File: config.mk
export PLATFORM = sky130hd
export DESIGN_NAME = a2d_spi_resp_flat
export DESIGN_NICKNAME = d
export VERILOG_FILES = /design/src/rtl/a2d_spi_resp_if.sv /design/src/rtl/a2d_spi_resp.sv /design/src/flat_wrapper.sv
export SDC_FILE = /design/constraint.sdc
export NUM_CORES = 1
export LEC_CHECK = 0
export BUFFER_PORTS_ARGS = -buffer_cell sky130_fd_sc_hd__buf_2
export CAP_MARGIN = 20
export CORE_UTILIZATION = 55
export CTS_BUF_LIST = sky130_fd_sc_hd__clkbuf_8
export DETAILED_ROUTE_END_ITERATION = 8
export PLACE_DENSITY_LB_ADDON = 0.08
export SYNTH_ARGS = -nofsm -noshare
export SYNTH_HDL_FRONTEND = slang
export SYNTH_SLANG_ARGS = --single-unit
File: constraint.sdc
create_clock -name clk -period 4.5 [get_ports clk]
set_clock_uncertainty 0.1 [all_clocks]
set_input_delay 0.9 -clock clk [delete_from_list [all_inputs] [get_ports clk]]
set_output_delay 0.9 -clock clk [all_outputs]
set_load 0.03 [all_outputs]
File: src/rtl/a2d_spi_resp_if.sv
// SPI link between the IR interface master and the A2D responder.
// Mode 0 framing; SS_n, SCLK and MOSI come from the master, MISO goes back.
interface a2d_spi_resp_if;
   logic SS_n;
   logic SCLK;
   logic MOSI;
   logic MISO;

   modport master (output SS_n, output SCLK, output MOSI, input MISO);
   modport slave  (input SS_n, input SCLK, input MOSI, output MISO);
endinterface

File: src/rtl/a2d_spi_resp.sv
// SPI responder standing in for the 8-channel 12-bit A2D: decodes the channel
// command of each 16-bit frame and returns the previously commanded channel.
module a2d_spi_resp #(
   parameter logic [2:0] RESET_CHNL = 3'd0
) (
   input  logic                clk,
   input  logic                rst,
   a2d_spi_resp_if.slave       spi,
   input  logic [95:0]         ana_vals,
   output logic [2:0]          cmd_chnl,
   output logic                done,
   output logic                frm_err
);

   typedef enum logic [0:0] {
      IDLE  = 1'b0,
      SHIFT = 1'b1
   } state_t;

   state_t      state_r;
   state_t      state_nxt_s;

   logic [2:0]  ss_n_sync_r;
   logic [2:0]  sclk_sync_r;
   logic [1:0]  mosi_sync_r;
   logic        ss_fall_s;
   logic        ss_rise_s;
   logic        sclk_rise_s;
   logic        sclk_fall_s;

   logic [15:0] tx_shft_r;
   logic [15:0] tx_shft_nxt_s;
   // Only the low 14 received bits are kept: the command lives in [13:11].
   logic [13:0] rx_shft_r;
   logic [13:0] rx_shft_nxt_s;
   logic [4:0]  bit_cnt_r;
   logic [4:0]  bit_cnt_nxt_s;
   logic [2:0]  chnl_nxt_r;
   logic [2:0]  chnl_upd_s;
   logic [2:0]  cmd_chnl_s;
   logic        done_s;
   logic        frm_err_s;
   logic        miso_r;
   logic        miso_s;

   function automatic logic [11:0] chnl_val(input logic [95:0] vals, input logic [2:0] chnl);
      logic [11:0] v;
      case (chnl)
         3'd0:    v = vals[11:0];
         3'd1:    v = vals[23:12];
         3'd2:    v = vals[35:24];
         3'd3:    v = vals[47:36];
         3'd4:    v = vals[59:48];
         3'd5:    v = vals[71:60];
         3'd6:    v = vals[83:72];
         3'd7:    v = vals[95:84];
         default: v = 12'd0;
      endcase
      return v;
   endfunction

   assign ss_fall_s   = ~ss_n_sync_r[1] &  ss_n_sync_r[2];
   assign ss_rise_s   =  ss_n_sync_r[1] & ~ss_n_sync_r[2];
   assign sclk_rise_s =  sclk_sync_r[1] & ~sclk_sync_r[2];
   assign sclk_fall_s = ~sclk_sync_r[1] &  sclk_sync_r[2];

   assign spi.MISO    = miso_r;

   // Synchronize the SPI inputs; SS_n resetting low means a line held low through reset never looks like a fall.
   always_ff @(posedge clk or posedge rst) begin
      if (rst) begin
         ss_n_sync_r <= 3'b000;
         sclk_sync_r <= 3'b000;
         mosi_sync_r <= 2'b00;
      end else begin
         ss_n_sync_r <= {ss_n_sync_r[1:0], spi.SS_n};
         sclk_sync_r <= {sclk_sync_r[1:0], spi.SCLK};
         mosi_sync_r <= {mosi_sync_r[0], spi.MOSI};
      end
   end

   // Frame state register.
   always_ff @(posedge clk or posedge rst) begin
      if (rst) begin
         state_r <= IDLE;
      end else begin
         state_r <= state_nxt_s;
      end
   end

   // Next-state, shift registers and frame-end decode.
   always_comb begin
      state_nxt_s   = state_r;
      tx_shft_nxt_s = tx_shft_r;
      rx_shft_nxt_s = rx_shft_r;
      bit_cnt_nxt_s = bit_cnt_r;
      chnl_upd_s    = chnl_nxt_r;
      cmd_chnl_s    = cmd_chnl;
      done_s        = 1'b0;
      frm_err_s     = 1'b0;
      case (state_r)
         IDLE: begin
            if (ss_fall_s) begin
               tx_shft_nxt_s = {4'b0000, chnl_val(ana_vals, chnl_nxt_r)};
               rx_shft_nxt_s = 14'd0;
               bit_cnt_nxt_s = 5'd0;
               state_nxt_s   = SHIFT;
            end else begin
               state_nxt_s   = IDLE;
            end
         end
         SHIFT: begin
            if (sclk_rise_s) begin
               rx_shft_nxt_s = {rx_shft_r[12:0], mosi_sync_r[1]};
               bit_cnt_nxt_s = (bit_cnt_r == 5'd31) ? 5'd31 : (bit_cnt_r + 5'd1);
            end else begin
               rx_shft_nxt_s = rx_shft_r;
               bit_cnt_nxt_s = bit_cnt_r;
            end
            if (sclk_fall_s) begin
               tx_shft_nxt_s = {tx_shft_r[14:0], 1'b0};
            end else begin
               tx_shft_nxt_s = tx_shft_r;
            end
            // A rise coinciding with SS_n rise is already folded into the count checked here.
            if (ss_rise_s) begin
               state_nxt_s = IDLE;
               if (bit_cnt_nxt_s == 5'd16) begin
                  chnl_upd_s = rx_shft_nxt_s[13:11];
                  cmd_chnl_s = rx_shft_nxt_s[13:11];
                  done_s     = 1'b1;
               end else begin
                  frm_err_s  = 1'b1;
               end
            end else begin
               state_nxt_s = SHIFT;
            end
         end
         default: begin
            state_nxt_s = IDLE;
         end
      endcase
      miso_s = (state_nxt_s == SHIFT) ? tx_shft_nxt_s[15] : 1'b1;
   end

   // Datapath and registered outputs.
   always_ff @(posedge clk or posedge rst) begin
      if (rst) begin
         tx_shft_r  <= 16'd0;
         rx_shft_r  <= 14'd0;
         bit_cnt_r  <= 5'd0;
         chnl_nxt_r <= RESET_CHNL;
         cmd_chnl   <= RESET_CHNL;
         done       <= 1'b0;
         frm_err    <= 1'b0;
         miso_r     <= 1'b1;
      end else begin
         tx_shft_r  <= tx_shft_nxt_s;
         rx_shft_r  <= rx_shft_nxt_s;
         bit_cnt_r  <= bit_cnt_nxt_s;
         chnl_nxt_r <= chnl_upd_s;
         cmd_chnl   <= cmd_chnl_s;
         done       <= done_s;
         frm_err    <= frm_err_s;
         miso_r     <= miso_s;
      end
   end

endmodule

File: src/flat_wrapper.sv
// flat-port wrapper written by rule: the top's interface ports become plain ports
module a2d_spi_resp_flat 
#(
   parameter logic [2:0] RESET_CHNL = 3'd0
)
  (clk, rst, ana_vals, cmd_chnl, done, frm_err, spi_SS_n, spi_SCLK, spi_MOSI, spi_MISO);
  a2d_spi_resp_if spi_i ();
  input  logic clk;
  input  logic rst;
  input  logic [95:0] ana_vals;
  output logic [2:0] cmd_chnl;
  output logic done;
  output logic frm_err;
  input wire logic [$bits(spi_i.SS_n)-1:0] spi_SS_n;
  input wire logic [$bits(spi_i.SCLK)-1:0] spi_SCLK;
  input wire logic [$bits(spi_i.MOSI)-1:0] spi_MOSI;
  output wire logic [$bits(spi_i.MISO)-1:0] spi_MISO;
  assign spi_i.SS_n = spi_SS_n;
  assign spi_i.SCLK = spi_SCLK;
  assign spi_i.MOSI = spi_MOSI;
  assign spi_MISO = spi_i.MISO;
  a2d_spi_resp #(.RESET_CHNL(RESET_CHNL)) u_core (.clk(clk), .rst(rst), .spi(spi_i), .ana_vals(ana_vals), .cmd_chnl(cmd_chnl), .done(done), .frm_err(frm_err));
endmodule
Word-level counts from Yosys, hierarchy flattened. Cells that the tools add are included.

Register bits after elaboration: 50. Bits of input ports: 101. Output and inout port bits: 6. Word-level logic and storage cells: 61.

Add/subtract/negate cells: 1. Equality and inequality tests: 12. Mux-type cells: 22. Bitwise operators: 9. Reductions and logical operators: 4.

Operators with widths (number): case mux 12 bit (8 select lines) (1); two-way mux 16 bit (2); case mux 16 bit (2 select lines) (1); two-way mux 14 bit (2); case mux 14 bit (2 select lines) (1); two-way mux 5 bit (4); equality test 3 bit, second input constant (4); equality test 5 bit, second input constant (2); case mux 5 bit (2 select lines) (1); two-way mux 1 bit (9); equality test 3 x 2 -> 1 bit, second input constant (2); adder 5 x 1 -> 5 bit, second input constant (1); inverter 1 bit (5); bitwise AND 1 bit (4); inequality test 2 bit, second input constant (2); AND reduction 2 bit (2); equality test 3 x 1 -> 1 bit, second input constant (1); logical NOT 3 bit (1); AND reduction 3 bit (1); inequality test 2 x 1 -> 1 bit, second input constant (1); case mux 1 bit (2 select lines) (1).

Logic depth before layout (Yosys ltp). Gate-level depths: netlist of run 1.

Word-level depth: 8. Gate-level depth with buffers: 7. Depth with buffers taken out: 6.

Least setup slack after synthesis of run 1. No wires, ideal clock.

Kind: in2reg. Start point: input ana_vals[84]. End point: register u_core.tx_shft_r[0]. Setup time: 0.121 ns. Data arrival time: 1.834 ns. Data required time: 4.279 ns. Setup slack: 2.445 ns. Stages on the path: 5. Path buffers: 0. Cells stage by stage: mux2_2 a22o_1 a221o_1 o211ai_1 nand2_1.

Cells in the longest elaborated chain, start to end: 3.

RTL lines: from (decl) (RTL line flat_wrapper.sv:10) `input logic [95:0] ana_vals;`; case mux 12 bit (8 select lines) (RTL line a2d_spi_resp.sv:48) `case (chnl)`; two-way mux 16 bit (RTL line a2d_spi_resp.sv:103) `if (ss_fall_s) begin`; case mux 16 bit (2 select lines) (RTL line a2d_spi_resp.sv:101) `case (state_r)`; to (signal assigned) (RTL line a2d_spi_resp.sv:158) `tx_shft_r <= tx_shft_nxt_s;`; to (decl) (RTL line a2d_spi_resp.sv:31) `logic [15:0] tx_shft_r;`.

Every way passes these cells. The select of a mux whose other input is x is not followed. A chain may end at the register's enable or synchronous reset.

==> results of run 1 <==
worst reg2reg max path, cell delays in order (launching register included):
cell     delay [ns]
dfrtp_1        0.40
nor2b_1        0.56
inv_1          0.12
nor2_1         0.60
nor2_1         0.37
a22o_1         0.27
Yosys cell counts, types with 5 or more instances:
master	instances	share of area [%]
nor2b_1	5	1.1
a221oi_1	14	4.4
nor2_1	12	1.6
nand2_1	12	1.6
mux2i_1	15	5.4
a22o_1	27	8.6
a21oi_1	6	1.1
inv_1	13	1.8
clkbuf_1	14	1.9
a211oi_1	5	1.4
buf_2	7	1.3
o21ai_0	31	5.6
nand2b_1	9	2.0
a22oi_1	11	3.0
dfrtp_1	49	44
sequential cells by signal, summed over array words and instances, names as in the netlist:
name	flops
u_core.rx_shft_r	14
u_core.done	1
u_core.ss_n_sync_r	3
u_core.mosi_sync_r	2
u_core.chnl_nxt_r	3
u_core.frm_err	1
u_core.sclk_sync_r	3
u_core.spi.MISO	1
u_core.tx_shft_r	16
u_core.state_r	1
u_core.bit_cnt_r	5
worst paths after layout:
path                                        from               endpoint  slack, ns  cells after the start
max                         u_core.chnl_nxt_r[1]            cmd_chnl[1]       1.79                      1
min                        u_core.mosi_sync_r[0]  u_core.mosi_sync_r[1]       0.25                      0
max reg2reg                u_core.sclk_sync_r[1]    u_core.rx_shft_r[1]       1.98                      5
min reg2reg                u_core.mosi_sync_r[0]  u_core.mosi_sync_r[1]       0.25                      0
max in group asynchronous                    rst        u_core.spi.MISO       3.40                      3
min in group asynchronous                    rst    u_core.rx_shft_r[2]       0.39                      2
cell type report:
cell class,instances,area (um^2)
Multi-Input combinational cell,182,1363
Tap cell,67,83.83
Timing Repair Buffer,109,565.5
Fill cell,387,1363
Sequential cell,50,1252
Inverter,13,48.80
Clock inverter,3,41.29
Clock buffer,5,68.82
cells by family (layout without fill, tap and decap cells):
| group | count (synthesis) | after routing |
|---|---|---|
| buffers and inverters | 35 | 130 |
| XOR/XNOR | 2 | 2 |
| flip-flops | 50 | 50 |
| AO/OA/AOI/OAI | 102 | 102 |
| AND/OR/NAND/NOR | 51 | 51 |
| multiplexers | 26 | 26 |
| adder cells (fa/ha/maj) | 1 | 1 |
per-stage QoR:
stage	std cells	hold slack (ns)	util [%]	total power [uW]
after global routing	429	0.2758	71.53	1039
after CTS	428	0.2567	71.11	994.4
after detailed placement	420	0.2379	68.81	692.0
after floorplan	267	0.2312	-	625.2
final	429	0.2545	71.53	987.5
after global placement	420	0.2324	68.81	689.1
layer usage:
layer	up-vias	wire, um
li1	1195	-
met1	1071	2746
met2	80	2849
met3	8	270
met4	0	111
met5	-	0
power groups by stage:
| stage | combinational [uW] | clock [uW] | sequential [uW] |
|---|---|---|---|
| after floorplan | 94.2 | 0 | 531 |
| after global placement | 150 | 0 | 539 |
| after detailed placement | 153 | 0 | 540 |
| after CTS | 153 | 310 | 531 |
| after global routing | 175 | 326 | 538 |
| final | 153 | 303 | 531 |
layout by cell type, fill, tap and decap left out, types with 2 or more instances in the layout:
cell type / netlist / routed
buf_2: 7 / 106
dfrtp_1: 49 / 49
o21ai_0: 31 / 31
a22o_1: 27 / 27
mux2i_1: 15 / 15
a221oi_1: 14 / 14
inv_1: 13 / 13
nor2_1: 12 / 12
nand2_1: 12 / 12
a22oi_1: 11 / 11
nand2b_1: 9 / 9
a21oi_1: 6 / 6
a211oi_1: 5 / 5
nor2b_1: 5 / 5
clkbuf_8: 0 / 5
mux4_2: 4 / 4
mux2_2: 4 / 4
nand3_1: 3 / 3
mux2_1: 3 / 3
and2_1: 2 / 2
and4b_1: 2 / 2
xnor2_1: 2 / 2
o211ai_1: 2 / 2
buf_4: 0 / 2
==> run_results.csv, run 1 <==
group,metric,value,unit
outcome,status,"finished, final reports clean",
timing,finalHoldViolCount,0,
setup_path,crit_slowest_cell,"dfrtp_1",
global_routing,antenna_found_initial,0,
cts,cts_hold_buffers,0,
placed_design,hpwl,4515,um
placed_design,io_buffers,106,
routing,wirelength,5977,um
setup_path,path_class,"reg -> out",
global_routing,globalRouteOverflowTotal,0,
setup_path,end_kind,"primary output",
power,p_int,738.8,uW
routing,viasPerCell,5.487,
synthesis,synth-seq-cells,50,
setup_path,cp-start-kind,"flop",
synthesis,yosys.area_share.simple,10.28,%
synthesis,synthXorXnorAreaFrac,0.6341,%
synthesis,synth_compound_area_share,26.40,%
cts,clockBufferDepth,2,
placed_design,place_congestion,0.8668,
cts,clk_pin_slew,0.08,ns
global_routing,met3_usage,3.591,%
final_layout,design_area,3423,um^2
global_routing,grt_pass1_vias,2085,
synthesis,synth_ff_type,"dfrtp_1",
timing,setup_tns,0,ns
floorplan,die-area,5311,um^2
power,ir_drop,151.3,uV
timing,rsz0062_at_grt,"no",
routing,postRouteAntennaNets,0,
routing,firstDrtPassIters,4,
setup_path,worstPathArrival,1.71,ns
floorplan,initial_utilization,57.73,%
floorplan,die-height,72.88,um
synthesis,synth.mux.area_fraction,11.55,%
routing,vias,2354,
synthesis,synth_area,2763,um^2
cts,insertion_delay,0.30,ns
floorplan,die_w,72.88,um
synthesis,synthArstFlopShare,100.0,%
synthesis,ys_seq_area_share,45.34,%
power,p_per_area,288.5,nW/um^2
final_layout,syn_to_final_growth,23.91,%
routing,drc_errors,0,
final_layout,drive_gt1_share,35.64,%
global_routing,use_met1,32.35,%
floorplan,core,4786,um^2
setup_path,path_max_fanout,33,
min_path,hold_path_class,"reg -> reg",
cts,root_buffer,"clkbuf_8",
timing,worst_pin_slew,1.075,ns
synthesis,synth.distinct_cells,38,
timing,timing.final.ws_setup,1.785,ns
global_routing,busiest_layer,"met2",
final_layout,final_nets,463,
timing,drv_slew,0,
power,p_switching,248.6,uW
timing,fmax,368.4,MHz
cts,htree_levels,2,
floorplan,rows,25,
placed_design,pre_cts_slack,2.002,ns
placed_design,placed_area,3293,um^2
timing,max_slew_margin,28.36,%
synthesis,syn-num-nets,369,
power,p_clk_share,30.7,%
power,p_comb_share,15.5,%
setup_path,path_buf_inv,1,
synthesis,synthAdderAreaFrac,0.4529,%
cts,cts_sinks,50,
synthesis,synth_top_family_by_area,"compound AO/OA/AOI/OAI gates",
job,drv_cap,0,
power,p_sw_share,25.18,%
cts,postCtsSetupBuffers,0,
global_routing,use_met2,38.01,%
synthesis,syn_inst,267,
routing,drtIter0Drc,77,
routing,routedWlPerCell,13.93,um
global_routing,grt_pass1_wl,9618,um
global_routing,grt_max_degree,51,
power,cellLeakagePower,0.001661,uW
timing,fin_crit,2.715,ns
synthesis,synth_edf_count,0,
setup_path,cp.required,3.50,ns
setup_path,max_stage_delay,1.06,ns
timing,setup_viol,0,
power,share_seq_of_total_power,53.8,%
synthesis,synth_area_per_cell,10.35,um^2
setup_path,critical_path.top_delay_family,"flip-flops",
cts,post_cts_resized,0,
global_routing,grt_usage,23.97,%
setup_path,crit_chain,"buf_2",
synthesis,ys_warn_count,0,
timing,finalCritPeriodShare,60.32,%
final_layout,diodes,0,
floorplan,io_pins,107,
cts,cts_tree,"built",
cts,cts_made_buffers,5,
Power figures use the tool's default switching activity.
==> inputs of run 2 (changes only) <==
- CORE_UTILIZATION: 55 -> 46
- clock period: 4.5 -> 2.49 ns (I/O delays scaled with it)
==> run 2 against run 1 <==
First-iteration DRC count grew 18%. Wire length rose by 8.7%. Critical path depth rose by 5. Via count increased by 3.3%. Combinational power rose by 88%. Sequential share of layout area fell by 0.90 points. Hold slack got worse by 0.053 ns. Non-clock buffer count grew 8. Highest routed layer unchanged.
==> run_results.csv, run 2 (same netlist as run 1, synthesis figures left out) <==
group,metric,value,unit
power,p_int,1474,uW
power,ir_drop,285.3,uV
routing,routedWlPerCell,14.69,um
routing,drc_errors,0,
power,p_switching,470.3,uW
global_routing,grt_pass1_wl,10650,um
final_layout,diodes,0,
timing,rsz0062_at_grt,"no",
timing,worst_pin_slew,0.6994,ns
routing,dr_wl_met2,3110,um
setup_path,max_stage_delay,0.45,ns
cts,cts_sinks,50,
final_layout,final_util,62.21,%
routing,vias,2432,
timing,finalHoldViolCount,0,
setup_path,cp.required,2.58,ns
final_layout,largest-register,"u_core.tx_shft_r",
placed_design,place_congestion,0.8656,
power,p_per_area,553.9,nW/um^2
cts,clk_pin_slew,0.09,ns
setup_path,path_class,"reg -> reg",
global_routing,grt_usage,21.64,%
routing,highest_layer,"met4",
global_routing,globalRouteOverflowTotal,0,
power,p_sw_share,24.19,%
cts,post_cts_resized,0,
final_layout,final_nets,471,
cts,cts_tree,"built",
cts,postCtsSetupBuffers,0,
floorplan,initial_utilization,48.97,%
power,cellLeakagePower,0.001714,uW
routing,postRouteAntennaNets,0,
cts,insertion_delay,0.30,ns
power,p_clk_share,35.6,%
global_routing,grt_max_degree,51,
setup_path,rr_worst_depth,6,
setup_path,worstPathArrival,2.15,ns
timing,setup_viol,0,
outcome,status,"finished, final reports clean",
cts,cts_hold_buffers,0,
min_path,hold_path_class,"in -> reg",
cts,cts_made_buffers,5,
floorplan,die_w,79.50,um
timing,timing.final.ws_setup,0.4304,ns
timing,fmax,485.5,MHz
floorplan,die-area,6319,um^2
routing,wirelength,6495,um
placed_design,io_buffers,106,
routing,drtIter0Drc,91,
power,share_seq_of_total_power,49.6,%
power,p_comb_share,14.8,%
routing,met1_length,2889,um
routing,firstDrtPassIters,4,
floorplan,rows,27,
setup_path,path_max_fanout,6,
setup_path,crit_slowest_cell,"dfrtp_1",
cts,root_buffer,"clkbuf_8",
final_layout,reg.largest.list,"u_core.tx_shft_r x16, u_core.rx_shft_r x14, u_core.bit_cnt_r x5",
final_layout,drive_gt1_share,37.30,%
final_layout,largest_reg_flops,16,
setup_path,cp-start-kind,"flop",
global_routing,grt_pass1_vias,2347,
final_layout,final_common_cell,"buf_2",
timing,timing.hold.ws,0.2012,ns
cts,htree_levels,2,
floorplan,core,5642,um^2
floorplan,die-height,79.50,um
floorplan,io_pins,107,
routing,wl_met3,407,um
final_layout,syn_to_final_growth,27.04,%
final_layout,nFillCells,482,
global_routing,antenna_found_initial,0,
min_path,hold_path_depth,1,
timing,finalCritPeriodShare,82.72,%
timing,drv_slew,0,
timing,setup_tns,0,ns
job,drv_cap,0,
setup_path,end_kind,"flop",
setup_path,crit_chain,"ha_1 > and4b_1 > nand3_1 > o211ai_1 > nor4_4 > mux2_1",
placed_design,pre_cts_slack,0.4322,ns
final_layout,layout_common_cells,"106 x buf_2, 49 x dfrtp_1, 31 x o21ai_0, 27 x a22o_1, 15 x mux2i_1",
timing,max_slew_margin,53.38,%
cts,clockBufferDepth,2,
placed_design,hpwl,4979,um
routing,viasPerCell,5.502,
timing,fin_crit,2.060,ns
[run 2: area by class of cell]
type / count / area, um^2 / share of cell area [%]
repair buffers: 117 / 613.1 / 17.47
inverters: 13 / 48.80 / 1.390
well taps: 72 / 90.09 / 2.567
flip-flops and latches: 50 / 1252 / 35.69
clock buffers: 6 / 82.58 / 2.353
multi-input cells: 182 / 1363 / 38.82
clock inverters: 2 / 60.06 / 1.711
[run 2: worst max-delay path: cells and delay by family (launching register included)]
kind / cells / cell delay, ns
multiplexers: 1 / 0.36
flip-flops: 1 / 0.45
adder cells (fa/ha/maj): 1 / 0.25
AND/OR/NAND/NOR: 3 / 0.61
AO/OA/AOI/OAI: 1 / 0.17
[run 2: worst paths after layout]
check,start,end,slack (ns)
worst max-delay path,u_core.bit_cnt_r[0],u_core.chnl_nxt_r[1],0.43
worst min-delay path,spi_SCLK,u_core.sclk_sync_r[0],0.20
worst max register to register,u_core.bit_cnt_r[0],u_core.chnl_nxt_r[1],0.43
worst min register to register,u_core.ss_n_sync_r[0],u_core.ss_n_sync_r[1],0.25
max in group asynchronous,rst,u_core.ss_n_sync_r[0],1.64
min in group asynchronous,rst,u_core.tx_shft_r[7],0.24
[run 2: per-stage QoR]
stage / total power, uW / std cells / area [um^2]
2_1_floorplan: 1130 / 267 / 2763
3_3_place_gp: 1257 / 434 / 3367
3_5_place_dp: 1269 / 434 / 3367
4_1_cts: 1963 / 442 / 3510
5_1_grt: 2040 / 442 / 3510
6_report: 1944 / 442 / 3510
[run 2: metal layers]
metal,track usage (%),vias up
li1,-,1209
met1,28.80,1125
met2,35.30,89
met3,4.571,9
met4,6.364,0
met5,0,-
[run 2: power groups by stage]
stage	combinational, uW	clock, uW	sequential (uW)
floorplan	170	0	960
global placement	282	0	975
detailed placement	291	0	978
CTS	291	708	964
global route	324	742	975
finish	287	693	964
==> inputs of run 3 (changes only) <==
- ABC_AREA: unset -> 1
- CORE_UTILIZATION: 46 -> 52
- clock period: 2.49 -> 2 ns (I/O delays scaled with it)
==> run 3 against run 2 <==
Die area is 2.6% lower. First-iteration DRC count increased by 62%. Cell area rose by 7.3%. Largest cell class unchanged. Highest routed layer unchanged.
==> run_results.csv, run 3 <==
group,metric,value,unit
floorplan,rows,27,
final_layout,layout_common_cells,"113 x inv_1, 106 x buf_2, 95 x nand2_1, 49 x dfrtp_1, 40 x o21ai_0",
synthesis,ys_seq_area_share,41.19,%
final_layout,diodes,0,
floorplan,io_pins,107,
routing,drtIter0Drc,147,
final_layout,reg.largest.list,"u_core.tx_shft_r x16, u_core.rx_shft_r x14, u_core.bit_cnt_r x5",
timing,max_slew_margin,63.95,%
cts,postCtsSetupBuffers,0,
global_routing,grt_pass1_wl,13570,um
synthesis,synth_top_area_cell,"dfrtp_1",
routing,firstDrtPassIters,5,
power,ir_drop,614.0,uV
final_layout,largest-register,"u_core.tx_shft_r",
setup_path,rr_endpoint,"u_core.tx_shft_r[11]",
setup_path,path_class,"reg -> reg",
global_routing,met3_usage,3.837,%
job,drv_cap,0,
global_routing,busiest_layer,"met2",
floorplan,initial_utilization,54.55,%
global_routing,grt_pass1_vias,2994,
placed_design,pre_cts_slack,0.2001,ns
cts,htree_levels,2,
timing,timing.hold.ws,0.02662,ns
final_layout,nFillCells,502,
synthesis,synthTopCellsByCount,"114 x inv_1, 95 x nand2_1, 49 x dfrtp_1",
setup_path,crit_path_end,"u_core.tx_shft_r[11]",
synthesis,synth_edf_count,0,
timing,rsz0062_at_grt,"no",
timing,setup_viol,0,
final_layout,syn_to_final_growth,23.87,%
synthesis,synth_ff_type,"dfrtp_1",
cts,clk_pin_slew,0.10,ns
cts,clockBufferDepth,2,
timing,setup_tns,0,ns
final_layout,final_nets,649,
synthesis,synth_area,3040,um^2
routing,postRouteAntennaNets,0,
timing,fin_crit,1.840,ns
setup_path,cp.required,2.15,ns
global_routing,grt_max_degree,27,
cts,cts_tree,"built",
setup_path,regToRegSetupSlack,0.16,ns
power,p_per_area,585.2,nW/um^2
floorplan,core,5574,um^2
placed_design,io_buffers,106,
placed_design,hpwl,6293,um
power,cellLeakagePower,0.002197,uW
floorplan,die_w,78.47,um
setup_path,crit_path_start,"u_core.chnl_nxt_r[0]",
synthesis,synth.distinct_cells,27,
global_routing,use_met2,48.68,%
timing,worst_pin_slew,0.5399,ns
setup_path,path_max_fanout,14,
synthesis,synth_area_per_cell,6.926,um^2
setup_path,worstPathArrival,1.99,ns
setup_path,rr_worst_depth,6,
final_layout,largest_reg_flops,16,
synthesis,synth-seq-cells,50,
timing,finalHoldViolCount,0,
cts,insertion_delay,0.30,ns
synthesis,synthArstFlopShare,100.0,%
placed_design,place_congestion,0.9389,
floorplan,die-height,78.47,um
min_path,hold_path_class,"in -> async",
global_routing,globalRouteOverflowTotal,0,
cts,cts_sinks,50,
synthesis,synthDominantCellAreaShare,40.33,%
final_layout,drive_gt1_share,24.27,%
global_routing,antenna_found_initial,0,
synthesis,ys_warn_count,0,
synthesis,syn_inst,439,
routing,routedWlPerCell,13.17,um
routing,viasPerCell,5.082,
floorplan,die-area,6157,um^2
routing,vias,3151,
final_layout,final_common_cell,"inv_1",
timing,finalCritPeriodShare,92.00,%
setup_path,timing.rr.start,"u_core.chnl_nxt_r[0]",
global_routing,grt_usage,28.00,%
routing,drc_errors,0,
synthesis,synth.most_common_cell,"inv_1",
global_routing,use_met1,36.34,%
outcome,status,"finished, final reports clean",
timing,fmax,543.5,MHz
timing,timing.final.ws_setup,0.1599,ns
synthesis,yosys-top-cells-area,"dfrtp_1 40%, inv_1 14%, nand2_1 12%, o22ai_1 7.8%, o21ai_0 6.6%",
setup_path,cp-start-kind,"flop",
synthesis,syn-num-nets,541,
cts,root_buffer,"clkbuf_8",
cts,cts_made_buffers,5,
timing,drv_slew,0,
setup_path,end_kind,"flop",
routing,wirelength,8166,um
cts,cts_hold_buffers,0,
run 3: cell count changes in the layout (fill, tap and decap cells not counted), sizes merged, moves of 14 or more:
cell    change
nand2      +84
nand3      +17
a221oi     -14
mux2i      -15
a22o       -26
nor2       +16
o22ai      +38
inv       +104
run 3: repair_timing:
action                     CTS  global route
resized for setup            0             1
setup endpoints to repair    0             1
hold endpoints to repair     0             0
run 3: critical path: stages (launching register included):
cell and delay [ns]:
dfrtp_1 0.67, nand3_1 0.42, o21ai_0 0.35, nor2_1 0.07
nand2_1 0.08, nand2_1 0.05, nand2_1 0.06
run 3: report_power, final:
part	internal (uW)	switching, uW
sequential	1110	43.6
combinational	189	266
clock	253	338
run 3: metrics by stage:
step                      area, um^2  power, uW  util [%]  cells
final                           3766       2204     67.56    620
after global routing            3766       2343     67.56    620
after CTS                       3761       2234     67.47    620
after detailed placement        3667       1630     65.79    612
after global placement          3667       1616     65.79    612
after floorplan                 3040       1443         -    439
run 3: worst min path at each step:
stage,startpoint,end,slack [ns],depth (start not counted)
2_1_floorplan,u_core.mosi_sync_r[0],u_core.mosi_sync_r[1],0.23,0
3_3_place_gp,u_core.mosi_sync_r[0],u_core.mosi_sync_r[1],0.23,0
3_5_place_dp,u_core.sclk_sync_r[0],u_core.sclk_sync_r[1],0.24,0
4_1_cts,rst,u_core.rx_shft_r[6],0.04,2
5_1_grt,rst,u_core.rx_shft_r[6],0.07,2
6_report,rst,u_core.tx_shft_r[14],0.03,2
run 3: routing by layer:
layer,vias up,part of all wire (%)
met2,128,47
met1,1411,45
met5,-,0
met3,12,6.5
li1,1600,-
met4,0,1.4
run 3: final cells by class:
| cell class | count | area, um^2 | area share, % |
|---|---|---|---|
| clock buffer | 5 | 68.82 | 1.827 |
| clock inverter | 3 | 25.02 | 0.6645 |
| inverter | 117 | 439.2 | 11.66 |
| multi-input combinational | 255 | 1257 | 33.39 |
| sequential | 50 | 1252 | 33.26 |
| tap | 72 | 90.09 | 2.392 |
| timing repair buffer | 118 | 633.1 | 16.81 |
run 3: cell families (layout without fill, tap and decap cells):
logic type	after synthesis	in the layout	synth area share, %
AO/OA/AOI/OAI	95	95	18.64
adder cells (fa/ha/maj)	1	1	0.4115
buffers and inverters	134	243	17.61
flip-flops	50	50	41.19
AND/OR/NAND/NOR	159	159	22.14
